File: src/rtl/spi_burst_ram.sv
// spi_burst_ram: burst-addressed register RAM behind spi_slave.
// Write bursts store rx bytes at auto-incrementing addresses starting at
// `address`. Read bursts return bytes on the tx_en/tx_valid/tx_data handshake.
//
// Ports:
//   clock, reset        system clock, synchronous active-low reset
//   ctrl, address       command byte and start address, stable per transaction
//   rx_en, rx_data      write beat strobe and byte
//   tx_en               read beat request
//   tx_valid, tx_data   read byte strobe (1 cycle after tx_en) and held byte
//   spi_done            end-of-transaction pulse
//   busy                state is not IDLE
//   wr_count, rd_count  saturating beat counters of the current/last burst
//   ctrl_err            sticky: beat with an unmatched command in IDLE
//   ovf                 sticky: beat past the top of RAM (no-wrap build only)
//
// Build option: define SPI_BURST_RAM_WRAP_EN to let the burst pointer wrap
// from the top address to 0. Without it, beats past the top are dropped
// (writes discarded, reads return zero) and flagged on ovf.
module spi_burst_ram #(
  parameter int CTRL_WIDTH = 8,
  parameter int ADDR_WIDTH = 8,
  parameter int DATA_WIDTH = 8,
  parameter logic [CTRL_WIDTH-1:0] CTRL_WRITE = 8'h3a,
  parameter logic [CTRL_WIDTH-1:0] CTRL_READ  = 8'h3b
) (
  input  logic                  clock,
  input  logic                  reset,
  input  logic [CTRL_WIDTH-1:0] ctrl,
  input  logic [ADDR_WIDTH-1:0] address,
  input  logic                  rx_en,
  input  logic [DATA_WIDTH-1:0] rx_data,
  input  logic                  tx_en,
  output logic                  tx_valid,
  output logic [DATA_WIDTH-1:0] tx_data,
  input  logic                  spi_done,
  output logic                  busy,
  output logic [15:0]           wr_count,
  output logic [15:0]           rd_count,
  output logic                  ctrl_err,
  output logic                  ovf
);

  typedef enum logic [1:0] {S_IDLE, S_WRITE, S_READ} state_t;

  state_t                r_state;
  logic [ADDR_WIDTH-1:0] r_ptr;
  logic                  r_tx_valid;
  logic [DATA_WIDTH-1:0] r_tx_data;
  logic                  r_busy;
  logic [15:0]           r_wr_count;
  logic [15:0]           r_rd_count;
  logic                  r_ctrl_err;
  logic [DATA_WIDTH-1:0] r_mem [0:(2**ADDR_WIDTH)-1];

  logic                  w_idle;
  logic                  w_start_wr;
  logic                  w_start_rd;
  logic                  w_bad_beat;
  logic                  w_burst_wr;
  logic                  w_burst_rd;
  logic                  w_drop;
  logic                  w_mem_we;
  logic [ADDR_WIDTH-1:0] w_addr;
  logic [DATA_WIDTH-1:0] w_rd_word;

  assign w_idle     = (r_state == S_IDLE);
  // rx_en wins over tx_en in IDLE, so a read start needs rx_en low.
  assign w_start_wr = w_idle && rx_en && (ctrl == CTRL_WRITE);
  assign w_start_rd = w_idle && !rx_en && tx_en && (ctrl == CTRL_READ);
  assign w_bad_beat = w_idle && (rx_en ? (ctrl != CTRL_WRITE)
                                       : (tx_en && (ctrl != CTRL_READ)));
  assign w_burst_wr = (r_state == S_WRITE) && rx_en;
  assign w_burst_rd = (r_state == S_READ) && tx_en;

  // Single port: the start beat uses the slave's address, later beats ptr.
  assign w_addr    = w_idle ? address : r_ptr;
  assign w_rd_word = r_mem[w_addr];
  assign w_mem_we  = w_start_wr || (w_burst_wr && !w_drop);

`ifdef SPI_BURST_RAM_WRAP_EN
  assign w_drop = 1'b0;
  assign ovf    = 1'b0;
`else
  // Set once ptr has stepped past the last address; ptr itself has wrapped
  // to 0 by then, so this flag is what marks the rest of the burst as dead.
  logic r_past_end;
  logic r_ovf;
  assign w_drop = (w_burst_wr || w_burst_rd) && r_past_end;
  assign ovf    = r_ovf;
`endif

  always_ff @(posedge clock) begin
    if (w_mem_we) r_mem[w_addr] <= rx_data;
  end

  always_ff @(posedge clock) begin
    if (!reset) begin
      r_state    <= S_IDLE;
      r_ptr      <= '0;
      r_tx_valid <= 1'b0;
      r_tx_data  <= '0;
      r_busy     <= 1'b0;
      r_wr_count <= '0;
      r_rd_count <= '0;
      r_ctrl_err <= 1'b0;
`ifndef SPI_BURST_RAM_WRAP_EN
      r_past_end <= 1'b0;
      r_ovf      <= 1'b0;
`endif
    end else begin
      r_tx_valid <= 1'b0;
      r_busy     <= !spi_done && (w_start_wr || w_start_rd || !w_idle);

      if (w_start_wr || w_start_rd) begin
        r_ptr <= address + 1'b1;
`ifndef SPI_BURST_RAM_WRAP_EN
        r_past_end <= &address;
`endif
        if (w_start_wr) begin
          r_wr_count <= 16'd1;
          r_state    <= S_WRITE;
        end else begin
          r_rd_count <= 16'd1;
          r_tx_data  <= w_rd_word;
          r_tx_valid <= 1'b1;
          r_state    <= S_READ;
        end
      end

      if (w_bad_beat) r_ctrl_err <= 1'b1;

      if (w_burst_wr || w_burst_rd) begin
        r_ptr <= r_ptr + 1'b1;
`ifndef SPI_BURST_RAM_WRAP_EN
        if (&r_ptr) r_past_end <= 1'b1;
        if (w_drop) r_ovf <= 1'b1;
`endif
        if (w_burst_wr) begin
          if (r_wr_count != 16'hFFFF) r_wr_count <= r_wr_count + 16'd1;
        end else begin
          if (r_rd_count != 16'hFFFF) r_rd_count <= r_rd_count + 16'd1;
          r_tx_data  <= w_drop ? '0 : w_rd_word;
          r_tx_valid <= 1'b1;
        end
      end

      // A beat in the same cycle is still taken above; spi_done only ends it.
      if (spi_done) r_state <= S_IDLE;
    end
  end

  assign tx_valid = r_tx_valid;
  assign tx_data  = r_tx_data;
  assign busy     = r_busy;
  assign wr_count = r_wr_count;
  assign rd_count = r_rd_count;
  assign ctrl_err = r_ctrl_err;

endmodule

File: config.mk
export PLATFORM = sky130hd
export DESIGN_NAME = spi_burst_ram
export DESIGN_NICKNAME = d
export VERILOG_FILES = /design/src/rtl/spi_burst_ram.sv
export SDC_FILE = /design/constraint.sdc
export NUM_CORES = 2
export LEC_CHECK = 0
export BUFFER_PORTS_ARGS = -buffer_cell sky130_fd_sc_hd__buf_2
export CELL_PAD_IN_SITES_DETAIL_PLACEMENT = 2
export CELL_PAD_IN_SITES_GLOBAL_PLACEMENT = 2
export CORE_UTILIZATION = 48
export CTS_BUF_LIST = sky130_fd_sc_hd__clkbuf_16
export CTS_CLUSTER_SIZE = 25
export DETAILED_ROUTE_END_ITERATION = 16
export PLACE_DENSITY_LB_ADDON = 0.12
export SLEW_MARGIN = 0
export SYNTH_ARGS = -nofsm -noshare
export SYNTH_HDL_FRONTEND = slang
export SYNTH_SLANG_ARGS = --single-unit
File: constraint.sdc
create_clock -name clock -period 3.5 [get_ports clock]
set_clock_uncertainty 0.1 [all_clocks]
set_input_delay 0.35 -clock clock [delete_from_list [all_inputs] [get_ports clock]]
set_output_delay 0.35 -clock clock [all_outputs]
set_load 0.03 [all_outputs]
==> summary.md, run 1 <==
| Metric | Value |
|---|---|
| Unique cell type count in the Yosys netlist | 58 |
| Ys flop type | edfxtp_1 |
| Die Y | about 400 µm |
| Row Count | 148 |
| HPWL reported at the end of detailed placement | ~210000 µm |
| Number of port buffers | 72 |
| Flops & latches, synth | approximately 2100 |
| Synth warn | 0 |
| Outcome | aborted with a tool error |
| Async set-or-reset flop fraction in the synthesized netlist | 0% |
| Err | [ERROR DPL-0033] detailed placement checks failed during check placement. |
| Number of flops mapped to enable cells by yosys | roughly 2000 |
| Die Wd | 408 µm |
| Post-synthesis cell count | approximately 4800 |
| Post-synthesis cell area | slightly below 80000 µm² |
| # IOs | 73 |
| Syn avg cell area | roughly 16 µm² |
| Last stage | detailed placement (3_5_place_dp) |
| Gpl congestion | 0.878 |
| Register area share after synthesis | 79.1% |
| Synth area leaders | edfxtp_1 (78%), a22oi_1 (5.3%), nand3_1 (2.2%), a222oi_1 (2.0%), nor2_1 (1.5%) |
| Initial Utilization | around half |
| Syn nets | a little under 5000 |
| Area share of the largest cell type after synthesis | 77.7% |
| Yosys top cell by area | edfxtp_1 |
## cells by family after synthesis
family,count (synthesis),synth area share [%]
compound gates,1270,12.3
xor+xnor,7,0.0775
fa+ha+maj,3,0.0474
buf+inv,363,2.15
flops,2103,79.1
mux,17,0.228
simple gates,1051,6.12
## synthesized netlist by cell type (5+ instances only)
cell and instances:
edfxtp_1 2048, a22oi_1 563, nand3_1 354, nor2_1 318, nand2_1 204, buf_2 162, a222oi_1 157, clkbuf_1 138
a21oi_1 100, a221oi_1 88, a22o_1 84, a31oi_1 67, a311oi_1 61, and3_1 61, dfxtp_1 55, nand4_1 54
o21ai_0 54, o22ai_1 53, buf_1 26, buf_4 24, nor3_1 18, nand3b_1 12, mux2i_1 9, o21ai_1 9
nor4_1 8, mux2_2 7, buf_6 6, inv_1 6, nand2b_1 6, a211oi_1 5, o21a_1 5, xor2_1 5
## stage by stage
| step | worst slack, ps | instance area (µm²) | setup TNS (ps) |
|---|---|---|---|
| 2_1_floorplan | 340 | 79100 | 0 |
| 3_3_place_gp | -305 | 87500 | -1160 |
==> inputs of run 2 (changes only) <==
Settings changed: CELL_PAD_IN_SITES_DETAIL_PLACEMENT 2 to unset, CELL_PAD_IN_SITES_GLOBAL_PLACEMENT 2 to unset, CORE_UTILIZATION 48 to 35, CTS_BUF_LIST sky130_fd_sc_hd__clkbuf_16 to unset, CTS_CLUSTER_SIZE 25 to unset, PLACE_DENSITY_LB_ADDON 0.12 to 0.15.
==> summary.md, run 2 <==
| Metric | Value |
|---|---|
| Async set-or-reset flop fraction in the synthesized netlist | 0% |
| CTS tree | done |
| Total Routed Length | approximately 270000 µm |
| Layout net count | 5739 |
| CP Max Fanout | 15 |
| Die Y | 477 µm |
| Commonest non-fill, non-tap cell in the layout | edfxtp_1 |
| Setup violations, final | 8 |
| Measured slew at the worst slew-check pin | 1100 ps |
| Total GRT Usage | between 20% and 30% |
| HPWL reported at the end of detailed placement | about 170000 µm |
| Vias in the first global route | 49600 |
| Multi-input logic area | between 15000 and 20000 µm² |
| Setup ws final | -746 ps |
| Reg2Reg Capture Point | tx_data[2]$_SDFF_PN0_ |
| Number of port buffers | slightly above 70 |
| CTS Root Buffer Type | clkbuf_16 |
| # IOs | 73 |
| CP Launch Type | flip-flop |
| H-tree depth | 4 |
| Hold_sp | ctrl[6] |
| DR vias/cell | 5.68 |
| CP required | approximately 4000 ps |
| Layout cells sized above 1 | around a quarter |
| Seq. cell area | 62600 µm² |
| Fin. max-slew vios | 0 |
| Crit path DAT | about 4900 ps |
| Syn nets | slightly below 5000 |
| Residual DRC count | 0 |
| CTS max path bufs | 3 |
| 1st-pass router iterations | 10 |
| Clk Latency, worst-skew pair | between 800 and 900 ps |
| Area Overhead vs Synth | 24.9% |
| Unique cell type count in the Yosys netlist | 58 |
| Worst hold-check path type | primary input to flip-flop |
| Register area share after synthesis | 79.1% |
| Hold endpoint | r_state[1]$_SDFFE_PP0N_ |
| Initial Utilization | approximately a third |
| Area share of the largest cell type after synthesis | roughly 80% |
| Leading cell type by number of instances after synthesis | edfxtp_1 |
| Share of power burned in registers | between 50 and 60% |
| RSZ-0062 raised after global routing | true |
| Die Wd | 477 µm |
| Antenna-violating nets left | 0 |
| Syn avg cell area | approximately 16 µm² |
| Clock power share | 42.7% |
| Pwr dens | ~550 nW/µm² |
| DR iter-0 viols | approximately 6500 |
| Internal | approximately 42 mW |
| Layout Cells excl Fill | approximately 8900 |
| First-pass GRT wire length | 380000 µm |
| Detailed-route via count | between 50000 and 60000 |
| Normalized max-slew margin | between 20% and 30% |
| Post-synth top cells | edfxtp_1 (2048), a22oi_1 (563), nand3_1 (354), nor2_1 (318), nand2_1 (204) |
| Post-DR wirelength/cell | about 30 µm |
| Worst r2r src | r_state[1]$_SDFFE_PP0N_ |
| F_max | 236 MHz |
| Commonest cells after routing, fill and taps aside | edfxtp_1 (2048), buf_4 (758), a22oi_1 (553) |
| Flop2flop setup slack | -750 ps |
| Leakage | 32.4 nW |
| Fill cells | 20000 |
| Row Count | 174 |
| Sw frac | a little under a quarter |
| P_sw | 12.2 mW |
| Synth area leaders | edfxtp_1 (78%), a22oi_1 (5.3%), nand3_1 (2.2%), a222oi_1 (2.0%), nor2_1 (1.5%) |
| CP endpoint kind | flip-flop |
| Gpl congestion | between 0.8 and 0.9 |
| Cells after DPL | roughly 8400 |
| GRT Residual Overflow | 0 |
| TritonCTS buffer count | about 220 |
| Max_cap viols | 0 |
| Crit Path Class | flip-flop to flip-flop |
| Violated checks | setup timing |
| Outcome | complete, but fails checks |
| Fin crit share | 121% |
| Flops & latches, synth | roughly 2100 |
| Max reg flops | between 2000 and 2500 |
| Number of flops mapped to enable cells by yosys | about 2000 |
| Yosys top cell by area | edfxtp_1 |
| Final min period | ~4200 ps |
| Die ar. | 228000 µm² |
| Post-synthesis cell count | just under 5000 |
| Clock Pin Slew Worst Setup and Hold Paths | 60 ps |
| Largest Register | r_mem |
| Ys flop type | edfxtp_1 |
| Post-synthesis cell area | between 70000 and 80000 µm² |
| Clk sinks | between 2000 and 2500 |
| DP Worst Slack | -810 ps |
| Number of cells on the worst hold path | 5 |
| Core Region | 225000 µm² |
| Worst Reg2Reg Path Length in Cells | 11 |
| Peak supply drop | between 0.0004 and 0.0005 V |
| Fin. Hold Viols | 0 |
| Antenna violations before repair | 11 |
| Synth warn | 0 |
| Combinational share of power | ~6.5% |
| Largest net degree at the start of global routing | 104 |
-- run 2: critical path, stage by stage, from the launching register on --
cell	delay, ps
dfxtp_4	380
nor2_4	50
buf_12	130
mux2i_4	220
buf_12	180
buf_12	180
a222oi_1	570
a21oi_1	180
nand4_1	340
nand4_1	450
a222oi_1	1050
a31oi_1	170
-- run 2: kinds of logic after synthesis --
group,count (synthesis),synth area share [%]
AO/OA/AOI/OAI,1270,12.3
XOR/XNOR,7,0.0775
adder cells (fa/ha/maj),3,0.0474
buffers and inverters,363,2.15
flip-flops,2103,79.1
multiplexers,17,0.228
AND/OR/NAND/NOR,1051,6.12
-- run 2: stage by stage --
step	setup TNS, ps	total power, mW	instance area [µm²]	utilization, %	hold slack [ps]
global placement	-4230	31.3	89800	40.0	352
finish	-1680	54.3	98800	44.0	79.1
detailed placement	-4390	31.4	89800	40.0	369
global route	-2190	55.7	98800	44.0	106
floorplan	0	29.3	79100	-	349
CTS	-1470	54.6	98500	43.9	17.5
-- run 2: how the worst max path moves through the flow --
stage | from | to | cells past startpoint | slack (ps)
final | r_state[1]$_SDFFE_PP0N_ | tx_data[2]$_SDFF_PN0_ | 11 | -750
after CTS | r_state[0]$_SDFFE_PP0N_ | tx_data[2]$_SDFF_PN0_ | 12 | -640
after global placement | address[1] | tx_data[2]$_SDFF_PN0_ | 13 | -880
after detailed placement | address[1] | tx_data[2]$_SDFF_PN0_ | 13 | -810
after floorplan | r_state[1]$_SDFFE_PP0N_ | r_mem[149][0]$_DFFE_PP_ | 8 | 340
after global routing | r_state[0]$_SDFFE_PP0N_ | tx_data[2]$_SDFF_PN0_ | 12 | -810
-- run 2: power by group through the flow --
stage / logic [mW] / registers, mW / clock network [mW]
3_5_place_dp: 3.22 / 28.1 / 0
3_3_place_gp: 3.21 / 28.1 / 0
4_1_cts: 3.47 / 27.6 / 23.5
6_report: 3.51 / 27.6 / 23.2
2_1_floorplan: 1.19 / 28.1 / 0
5_1_grt: 3.67 / 27.6 / 24.5
-- run 2: area by class of cell --
type	count	area share, %
clock buffers	269	5.78
multi-input cells	2348	15.8
flip-flops and latches	2103	63.4
repair buffers	1030	9.80
well taps	2992	3.79
diodes	5	0.0127
inverters	7	0.0266
clock inverters	134	1.40
-- run 2: repair_timing --
action,CTS,global route
hold buffers,29,0
gates cloned,7,0
pin swaps,62,30
hold endpoints to repair,359,0
resized for setup,149,45
setup endpoints to repair,8,37
buffers inserted,47,5
-- run 2: layer usage --
layer | GRT usage, % | share of wire, % | wire length [µm] | up-vias
met5 | 0 | 0.0074 | 20 | -
met4 | 6.77 | 2.7 | 7340 | 2
met3 | 4.06 | 7.8 | 21000 | 336
met2 | 35.9 | 46 | 124000 | 2155
met1 | 33.6 | 44 | 118000 | 26300
li1 | - | - | - | 21700
No activity file was read; power rests on OpenSTA's default activity.
